$ cat src/rtl/aes_pkg.sv
// aes_pkg: shared AES definitions for the S-box scheduler slice.
//   - operand byte counts for key expansion (SubWord) and the round datapath
//   - scheduler state and owner encodings
//   - GF(2^8) helpers that implement the SubBytes lookup arithmetically
package aes_pkg;

  localparam int KE_BYTES = 4;
  localparam int DP_BYTES = 16;

  // Terminal counts of the 4-bit byte counter.
  localparam logic [3:0] KE_LAST = 4'(KE_BYTES - 1);
  localparam logic [3:0] DP_LAST = 4'(DP_BYTES - 1);

  typedef enum logic [1:0] {
    IDLE = 2'd0,
    RUN  = 2'd1,
    HOLD = 2'd2
  } sched_state_e;

  typedef enum logic {
    OWN_KE = 1'b0,
    OWN_DP = 1'b1
  } owner_e;

  // GF(2^8) multiply modulo x^8 + x^4 + x^3 + x + 1 (shift-and-add form).
  function automatic logic [7:0] gf_mul(input logic [7:0] a, input logic [7:0] b);
    logic [7:0] p;
    logic [7:0] x;
    p = 8'h00;
    x = a;
    for (int i = 0; i < 8; i++) begin
      p = b[i] ? (p ^ x) : p;
      x = {x[6:0], 1'b0} ^ (x[7] ? 8'h1b : 8'h00);
    end
    return p;
  endfunction

  // Multiplicative inverse as a^254; maps 0 to 0 as SubBytes requires.
  function automatic logic [7:0] gf_inv(input logic [7:0] a);
    logic [7:0] t;
    logic [7:0] p;
    t = a;
    p = 8'h01;
    for (int i = 1; i < 8; i++) begin
      t = gf_mul(t, t);   // t = a^(2^i)
      p = gf_mul(p, t);   // accumulates a^(2+4+...+128) = a^254
    end
    return p;
  endfunction

  // SubBytes: inverse followed by the affine transform b ^ rotl1..rotl4 ^ 0x63.
  function automatic logic [7:0] sbox_byte(input logic [7:0] a);
    logic [7:0] v;
    v = gf_inv(a);
    return v ^ {v[6:0], v[7]} ^ {v[5:0], v[7:6]} ^ {v[4:0], v[7:5]} ^
           {v[3:0], v[7:4]} ^ 8'h63;
  endfunction

endpackage

$ cat src/rtl/sbox_scheduler_sbox.sv
// sbox_scheduler_sbox: single combinational SubBytes lookup.
// Ports:
//   clk   in  1  present for interface compatibility; not used
//   din   in  8  byte to substitute
//   dout  out 8  S-box(din)
module sbox_scheduler_sbox
  import aes_pkg::*;
(
  input  logic       clk,
  input  logic [7:0] din,
  output logic [7:0] dout
);

  logic unused_clk_s;

  assign unused_clk_s = clk;
  assign dout         = sbox_byte(din);

endmodule

$ cat src/rtl/sbox_scheduler.sv
// sbox_scheduler: shares one S-box between key expansion (4-byte SubWord)
// and the round datapath (16-byte SubBytes). One byte is substituted per
// cycle; the assembled result is held until the owner takes it.
// Ports:
//   clk, rst_n                      clock, synchronous active-low reset
//   ke_req_valid/ready, ke_req_word key-expansion request (32 bit)
//   ke_rsp_valid/ready, ke_rsp_word key-expansion response (32 bit)
//   dp_req_valid/ready, dp_req_state datapath request (128 bit)
//   dp_rsp_valid/ready, dp_rsp_state datapath response (128 bit)
//   busy                            high whenever not IDLE
// Parameter KE_PRIORITY: 0 = round-robin on ties, 1 = key expansion wins ties.
module sbox_scheduler
  import aes_pkg::*;
#(
  parameter logic KE_PRIORITY = 1'b0
) (
  input  logic         clk,
  input  logic         rst_n,
  input  logic         ke_req_valid,
  input  logic [31:0]  ke_req_word,
  output logic         ke_req_ready,
  output logic         ke_rsp_valid,
  output logic [31:0]  ke_rsp_word,
  input  logic         ke_rsp_ready,
  input  logic         dp_req_valid,
  input  logic [127:0] dp_req_state,
  output logic         dp_req_ready,
  output logic         dp_rsp_valid,
  output logic [127:0] dp_rsp_state,
  input  logic         dp_rsp_ready,
  output logic         busy
);

  sched_state_e state_r;
  sched_state_e state_nxt_s;
  owner_e       owner_r;
  owner_e       last_grant_r;
  logic [3:0]   cnt_r;
  logic [127:0] operand_r;
  logic [127:0] result_r;

  logic         ke_win_s;
  logic         dp_win_s;
  logic [3:0]   last_cnt_s;
  logic         own_rsp_ready_s;
  logic [6:0]   byte_idx_s;
  logic [7:0]   sbox_in_s;
  logic [7:0]   sbox_out_s;

  // Tie-break: fixed KE priority, or grant whoever did not win last time.
  always_comb begin
    ke_win_s = 1'b0;
    dp_win_s = 1'b0;
    if (ke_req_valid && dp_req_valid) begin
      if (KE_PRIORITY || (last_grant_r == OWN_DP)) begin
        ke_win_s = 1'b1;
      end else begin
        dp_win_s = 1'b1;
      end
    end else begin
      ke_win_s = ke_req_valid;
      dp_win_s = dp_req_valid;
    end
  end

  // Grants are only offered from IDLE; everything else waits.
  assign ke_req_ready = (state_r == IDLE) && ke_win_s;
  assign dp_req_ready = (state_r == IDLE) && dp_win_s;

  assign last_cnt_s      = (owner_r == OWN_KE) ? KE_LAST : DP_LAST;
  assign own_rsp_ready_s = (owner_r == OWN_KE) ? ke_rsp_ready : dp_rsp_ready;

  // Byte k of the operand is looked up while the counter holds k.
  assign byte_idx_s = {cnt_r, 3'b000};
  assign sbox_in_s  = operand_r[byte_idx_s +: 8];

  sbox_scheduler_sbox u_sbox (
    .clk  (clk),
    .din  (sbox_in_s),
    .dout (sbox_out_s)
  );

  // Next-state logic for the IDLE/RUN/HOLD sequencer.
  always_comb begin
    state_nxt_s = state_r;
    case (state_r)
      IDLE: begin
        if (ke_req_ready || dp_req_ready) begin
          state_nxt_s = RUN;
        end else begin
          state_nxt_s = IDLE;
        end
      end
      RUN: begin
        if (cnt_r == last_cnt_s) begin
          state_nxt_s = HOLD;
        end else begin
          state_nxt_s = RUN;
        end
      end
      HOLD: begin
        if (own_rsp_ready_s) begin
          state_nxt_s = IDLE;
        end else begin
          state_nxt_s = HOLD;
        end
      end
      default: state_nxt_s = IDLE;
    endcase
  end

  // State register.
  always_ff @(posedge clk) begin
    if (!rst_n) begin
      state_r <= IDLE;
    end else begin
      state_r <= state_nxt_s;
    end
  end

  // Operand capture, per-byte result fill, owner and last-grant tracking.
  always_ff @(posedge clk) begin
    if (!rst_n) begin
      operand_r    <= 128'd0;
      result_r     <= 128'd0;
      cnt_r        <= 4'd0;
      owner_r      <= OWN_KE;
      last_grant_r <= OWN_DP;
    end else begin
      case (state_r)
        IDLE: begin
          if (ke_req_ready) begin
            operand_r    <= {96'd0, ke_req_word};
            result_r     <= 128'd0;
            cnt_r        <= 4'd0;
            owner_r      <= OWN_KE;
            last_grant_r <= OWN_KE;
          end else if (dp_req_ready) begin
            operand_r    <= dp_req_state;
            result_r     <= 128'd0;
            cnt_r        <= 4'd0;
            owner_r      <= OWN_DP;
            last_grant_r <= OWN_DP;
          end
        end
        RUN: begin
          result_r[byte_idx_s +: 8] <= sbox_out_s;
          cnt_r                     <= cnt_r + 4'd1;
        end
        default: begin
          cnt_r <= cnt_r;
        end
      endcase
    end
  end

  // Response outputs decode registered state only; no path from req inputs.
  assign ke_rsp_valid = (state_r == HOLD) && (owner_r == OWN_KE);
  assign dp_rsp_valid = (state_r == HOLD) && (owner_r == OWN_DP);
  assign ke_rsp_word  = result_r[31:0];
  assign dp_rsp_state = result_r;
  assign busy         = (state_r != IDLE);

endmodule

$ cat config.mk
export PLATFORM = sky130hd
export DESIGN_NAME = sbox_scheduler
export DESIGN_NICKNAME = d
export VERILOG_FILES = /design/src/rtl/aes_pkg.sv /design/src/rtl/sbox_scheduler_sbox.sv /design/src/rtl/sbox_scheduler.sv
export SDC_FILE = /design/constraint.sdc
export NUM_CORES = 1
export LEC_CHECK = 0
export BUFFER_PORTS_ARGS = -buffer_cell sky130_fd_sc_hd__buf_4
export CORE_MARGIN = 2
export CORE_UTILIZATION = 50
export DETAILED_ROUTE_END_ITERATION = 8
export GPL_ROUTABILITY_DRIVEN = 0
export GPL_TIMING_DRIVEN = 0
export PLACE_DENSITY = 0.71
export SLEW_MARGIN = 20
export SYNTH_ARGS = -nofsm -noshare
export SYNTH_HDL_FRONTEND = slang
export SYNTH_HIERARCHICAL = 1
export SYNTH_SLANG_ARGS = --single-unit
$ cat constraint.sdc
create_clock -name clk -period 20 [get_ports clk]
set_input_delay 6 -clock clk [delete_from_list [all_inputs] [get_ports clk]]
set_output_delay 6 -clock clk [all_outputs]
set_load 0.01 [all_outputs]
### Word-level counts from Yosys, hierarchy flattened

Cells that the tools add are included.

* multiplexer cells: 224
* shifts and indexed selects: 3
* bitwise logic cells: 195
* $add $sub $neg: 2
* eq/ne operators: 4
* reduce and logical (&&, ||, !) cells: 12

Operator list (number)
* 8-bit bitwise XOR: 185
* 8-bit 2-to-1 mux: 105
* 128-bit 2-to-1 mux: 4
* 5-bit 2-to-1 mux: 92
* 128-bit case mux with 2 select lines: 1
* 128-bit bitwise mux: 1
* 8-bit by 9-bit variable shift with 128-bit output (first input constant): 1
* 128-bit by 8-bit indexed part select with 8-bit output: 1
* 8-bit by 9-bit indexed part select with 128-bit output: 1
* 4-bit 2-to-1 mux: 4
* 1-bit 2-to-1 mux: 9
* 7-bit negation with 9-bit output: 1
* 4-bit case mux with 2 select lines: 1
* 8-bit by 5-bit bitwise XOR with 8-bit output: 1
* 7-bit 2-to-1 mux: 1
* 1-bit NOT (first input constant): 7
* 2-bit 2-to-1 mux: 3
* 6-bit 2-to-1 mux: 1
* 2-bit case mux with 3 select lines: 1
* 2-bit nonzero test: 3
* 1-bit logical AND: 5
* 4-bit by 1-bit adder with 4-bit output (second input constant): 1
* 4-bit equality test: 1
* 4-bit NOT: 1
* 8 further kinds: 9

* register bits after elaboration: 264
* logic and storage cells: 446
* bits of input ports: 166
* output and inout port bits: 165

### Depth between registers and ports, before layout

* depth after elaboration: 136
* depth in mapped cells: 75
* depth with buffers taken out: 61

### Cells and area by module

The synthesis kept the hierarchy.

Modules (own cells, without submodules)
* sbox_scheduler_sbox: cells each 1949, sequential area each 0.0 sq um, area an instance 14396.3 sq um, times used 1
* sbox_scheduler: cells each 1052, sequential area each 5285.1 sq um, area an instance 11265.8 sq um, times used 1

### Worst setup path after synthesis

Ideal clock, no wire load.

* path kind: register to register
* from: register cnt_r[0]
* to: register result_r[46] (netlist: dp_rsp_state[46])
* setup time: 0.060 ns
* period minus slack after synthesis: 17.403 ns
* cell stages (with the launch flop): 72
* arrival time: 17.343 ns
* data required time: 19.940 ns
* path buffers: 15
* setup slack: 2.597 ns
* path through: dfxtp_1 -> buf_4 -> buf_6 -> buf_4 -> mux2i_1 -> a221oi_1 -> nor2_1 -> o21ai_1 -> buf_4 -> buf_2 -> xor2_1 -> xor2_1 -> inv_1 -> clkbuf_1 -> clkbuf_1 -> ha_1 -> clkbuf_1 -> nand2_1 -> [... 36 more ...] -> xnor2_1 -> xor2_1 -> xnor2_1 -> nor2_1 -> xnor3_1 -> xnor3_1 -> xnor2_2 -> xor2_1 -> nand2_1 -> xnor3_1 -> xnor2_1 -> xnor2_1 -> xnor2_2 -> xnor3_1 -> xnor2_1 -> and2_1 -> clkbuf_1 -> a22o_1

* elaborated cells on any way between the ends: 396
* those cells by class: 1 x add/sub; 3 x shift; 205 x mux; 187 x bitwise

RTL lines
* from (decl): RTL line sbox_scheduler.sv:38 `logic [3:0] cnt_r;`
* from (signal assigned): RTL line sbox_scheduler.sv:148 `cnt_r <= cnt_r + 4'd1;`
* from (signal assigned): RTL line sbox_scheduler.sv:151 `cnt_r <= cnt_r;`
* 128-bit by 8-bit indexed part select with 8-bit output (*): RTL line sbox_scheduler.sv:75 `assign sbox_in_s = operand_r[byte_idx_s +: 8];`
* via sbox_in_s[6]: RTL line sbox_scheduler.sv:47 `logic [7:0] sbox_in_s;`
* 8-bit bitwise XOR or 8-bit 2-to-1 mux (tied branches): RTL line aes_pkg.sv:33, aes_pkg.sv:32
* 8-bit bitwise XOR or 5-bit 2-to-1 mux (tied branches): RTL line aes_pkg.sv:32, aes_pkg.sv:33
* 8-bit 2-to-1 mux or 8-bit bitwise XOR (tied branches): RTL line aes_pkg.sv:32, aes_pkg.sv:33
* 8-bit bitwise XOR: RTL line aes_pkg.sv:32 `p = b[i] ? (p ^ x) : p;`
* 8-bit 2-to-1 mux: RTL line aes_pkg.sv:32
* 8-bit bitwise XOR: RTL line aes_pkg.sv:32
* [... 117 more ...]
* 8-bit bitwise XOR or 8-bit 2-to-1 mux (tied branches): RTL line aes_pkg.sv:55, aes_pkg.sv:32
* 8-bit bitwise XOR (2 in series): RTL line aes_pkg.sv:55 `return v ^ {v[6:0], v[7]} ^ {v[5:0], v[7:6]} ^ {v[4:0], v[7:5]} ^`
* 8-bit bitwise XOR (*): RTL line aes_pkg.sv:55
* 4-bit NOT (no line) (*)
* via sbox_out_s[6]: RTL line sbox_scheduler.sv:48 `logic [7:0] sbox_out_s;`
* 8-bit by 9-bit indexed part select with 128-bit output (*): RTL line sbox_scheduler.sv:147 `result_r[byte_idx_s +: 8] <= sbox_out_s;`
* 128-bit bitwise mux (*): RTL line sbox_scheduler.sv:147
* 128-bit case mux with 2 select lines (*): RTL line sbox_scheduler.sv:130 `case (state_r)`
* to (signal, indexed assignment): RTL line sbox_scheduler.sv:147
* to (decl): RTL line sbox_scheduler.sv:40 `logic [127:0] result_r;`

Mark *: on every way through the listed nets, which the timed path passes. The rest lies on a longest branch.
A chain may end at the register's enable or synchronous reset.

### Worst setup path in the final report

* from: register cnt_r[0]
* to: register result_r[30] (netlist: dp_rsp_state[30])

* elaborated cells on any way between the ends: 396
* those cells by class: 1 x add/sub; 3 x shift; 205 x mux; 187 x bitwise

RTL lines (RTL line)
* 128-bit by 8-bit indexed part select with 8-bit output (*): sbox_scheduler.sv:75
* via sbox_in_s[2]: sbox_scheduler.sv:47
* 8-bit bitwise XOR or 8-bit 2-to-1 mux (tied branches): aes_pkg.sv:33, aes_pkg.sv:32
* 8-bit bitwise XOR, on equally long branches: aes_pkg.sv:32, aes_pkg.sv:33
* 8-bit 2-to-1 mux or 8-bit bitwise XOR (tied branches): aes_pkg.sv:32
* 8-bit bitwise XOR or 8-bit 2-to-1 mux (tied branches): aes_pkg.sv:32
* 8-bit 2-to-1 mux or 8-bit bitwise XOR (tied branches): aes_pkg.sv:32
* 8-bit bitwise XOR or 8-bit 2-to-1 mux (tied branches): aes_pkg.sv:32
* [... 115 more ...]
* 8-bit bitwise XOR or 8-bit 2-to-1 mux (tied branches): aes_pkg.sv:55, aes_pkg.sv:32
* 8-bit bitwise XOR (2 in series): aes_pkg.sv:55
* 8-bit bitwise XOR (*): aes_pkg.sv:55
* 4-bit NOT (no line) (*)
* via sbox_out_s[6]: sbox_scheduler.sv:48
* 8-bit by 9-bit indexed part select with 128-bit output (*): sbox_scheduler.sv:147
* 128-bit bitwise mux (*): sbox_scheduler.sv:147
* 128-bit case mux with 2 select lines (*): sbox_scheduler.sv:130

Marked as above.

==> qor.txt <==
DRT antenna net count - 0
result of the run - finished clean
number of instances in the synthesized netlist - 3001
critical path's most frequent cell - buf_2
global-route wire length before repair - 137900 microns
combinational family with the most area after synthesis - XOR/XNOR gates
core area - 50990 sq um
number of ports placed on the die boundary - 331
total of flip-flops plus latches after synthesis - 264
standard cell with the maximum stage delay on the critical path - a221oi_1
setup skew after layout - 30.74 ps
number of maximum-capacitance violations - 0
layout cell share with drive strength beyond 1 - 0.2184
standard-cell rows - 83
data required time at the worst endpoint - 20530 ps
overall die width - 230.6 microns
CP top delay family - simple AND/OR/NAND/NOR gates
most used flip-flop cell after synthesis - dfxtp_1
Worst-Margin Slew - 1185 ps
Crit Path Class - register to register
fmax - 0.05159 GHz
unique cell type count in the Yosys netlist - 115
warning count from the yosys run - 6
Syn Std Cell Area - 25660 sq um
vias per cell - 6.194
Final Net Count - 3567
Hold Vio Cnt, Final - 0
mean instance size in the synthesized netlist - 8.551 sq um
violation count after the first detailed-routing iteration - 2827
nature of the critical path endpoint - register
mux cell area share after synthesis - 0.07006
number of global-route vias before repair - 24152
GRT Residual Overflow - 0
final setup vio count - 0
total number of vias - 25369
placed wire-length estimate after detailed placement - 67970 microns
largest incremental delay on the critical path - 690 ps
crit path buf inv count - 15
# clock sinks - 264
remaining design rule violation count - 0
async set or reset register ratio after synthesis - 0
arithmetic-cell share of the synthesized area counting full adders, half adders and majority gates - 0.005851
post-synthesis compound-gate area fraction - 0.2048
maximum clock path buffer count - 3
total routed wirelength - 90830 microns
drt wl/cell - 22.17 microns
port bufs - 330
crit path DAT - 19920 ps
Critical Path Source Type - register
post-synthesis simple-gate area fraction - 0.1826
commonest cells after routing, fill and taps aside - buf_4 (411), xnor2_1 (349), nor2_1 (311)
Inserted Clock Buffers - 30
Final TNS setup - 0 ps
area growth from synthesis to layout - 19.81%
minimum clock period - 19380 ps
1st-pass router iterations - 7
Tot GR Track Use - 0.3246
DP Cell Count - 4011
setup slack at placement - -2589 ps
net count after synthesis - 3179
die height - 230.6 microns
proportion of synthesized chip area in sequential cells - 0.2059
clock-pin slew on the worst setup and hold paths - 60 ps
H-tree Lvls - 1
share of the synthesized netlist area taken by xor and xnor gates - 0.2777
post-detailed-placement cell area - 28990 sq um
largest driver fanout on the critical path - 10
starting utilization of the core area - 0.5033
clock tree from TritonCTS - done
relative max-transition margin - 0.2040
maximum number of pins on one net before global-route repair - 18
Hold Buf Count CTS - 0
Clk Latency, worst-skew pair - 610 ps
fraction of the cycle the final worst path needs - 0.9692
Clock Root Buffer - clkbuf_16
most common library cell in the layout ignoring fill and taps - buf_4
Hold WC Path Type - register to register
EDFF count, synth - 0
DIE AREA - 53150 sq um
post-route cell area - 30740 sq um
post-route setup slack - 615.3 ps
number of pins exceeding their max-slew limit in the final report - 0
post-route insts no fill - 4096
antenna violations before repair - 5
## cells by family (layout without fill, tap and decap cells)
kind of cell | Yosys count | count (layout)
other | 0 | 5
buffers and inverters | 279 | 689
DFF | 264 | 264
AOI/OAI and AO/OA | 701 | 701
xor gates and xnor gates | 628 | 628
muxes | 155 | 155
adders and majority gates | 12 | 12
and+or+nand+nor | 962 | 962
## Yosys cell counts (all sizes together) (22+ instances only)
master,n,share of area
a21oi,112,0.022
a221oi,23,0.0088
a22o,89,0.030
a22oi,117,0.034
a31oi,30,0.013
and2,22,0.0055
buf,138,0.032
clkbuf,112,0.016
dfxtp,264,0.21
inv,26,0.0038
mux2i,126,0.049
nand2,233,0.034
nand3,82,0.017
nor2,327,0.050
nor2b,109,0.027
nor3,65,0.014
o211a,37,0.014
o21ai,110,0.022
o22ai,29,0.0071
xnor2,399,0.14
xnor3,82,0.072
xor2,134,0.050
## layer usage
| metal | GRT usage | vias to the layer above | wire, microns |
|---|---|---|---|
| met2 | 0.5273 | 1483 | 41470 |
| met4 | 0.1385 | 0 | 3914 |
| li1 | - | 11416 | - |
| met5 | 0 | - | 0 |
| met3 | 0.05966 | 247 | 9194 |
| met1 | 0.4228 | 12223 | 36250 |
## area by class of cell
| cell class | instances | area (sq um) |
|---|---|---|
| Timing Repair Buffer | 357 | 2680 |
| Fill cell | 4316 | 20250 |
| Sequential cell | 264 | 5286 |
| Multi-Input combinational cell | 2458 | 19480 |
| Buffer | 249 | 1310 |
| Clock buffer | 42 | 875.8 |
| Antenna cell | 5 | 12.51 |
| Clock inverter | 12 | 130.1 |
| Inverter | 29 | 116.4 |
| Tap cell | 680 | 850.8 |
## sequential cells by signal, summed over array words and instances, names as in the netlist
signal and flops:
cnt_r 4, last_grant_r 1, operand_r 128, state_r 2, dp_rsp_state 128, owner_r 1
## worst paths after layout
kind / from / endpoint / depth (start not counted) / slack [ps]
max reg2reg: cnt_r[0] / dp_rsp_state[30] / 71 / 620
min: dp_rsp_state[39] / dp_rsp_state[39] / 2 / 480
max: cnt_r[0] / dp_rsp_state[30] / 71 / 620
min reg2reg: dp_rsp_state[39] / dp_rsp_state[39] / 2 / 480
## worst register-to-register path: cells and delay by family, from the launching register on
kind / cells / cell delay (ps)
and+or+nand+nor: 25 / 6700
muxes: 3 / 390
xor gates and xnor gates: 11 / 3730
buffers and inverters: 15 / 3390
adders and majority gates: 1 / 400
AOI/OAI and AO/OA: 16 / 4320
DFF: 1 / 400
## metrics by stage
step | utilization | hold WS, ps
2_1_floorplan | - | 467.0
3_3_place_gp | 0.5685 | 446.8
5_1_grt | 0.6029 | 486.3
6_report | 0.6029 | 476.8
3_5_place_dp | 0.5686 | 451.3
4_1_cts | 0.5927 | 474.6
## what timing repair did
item	4_1_cts	5_1_grt
gates cloned	0	0
buffers inserted	4	23
pin swaps	1	14
resized for setup	40	67
endpoints found under the setup margin	128	128
Power is left out: the tool's default activity adds up to more than one toggle a clock period on the data nets, which glitch-free logic cannot reach.
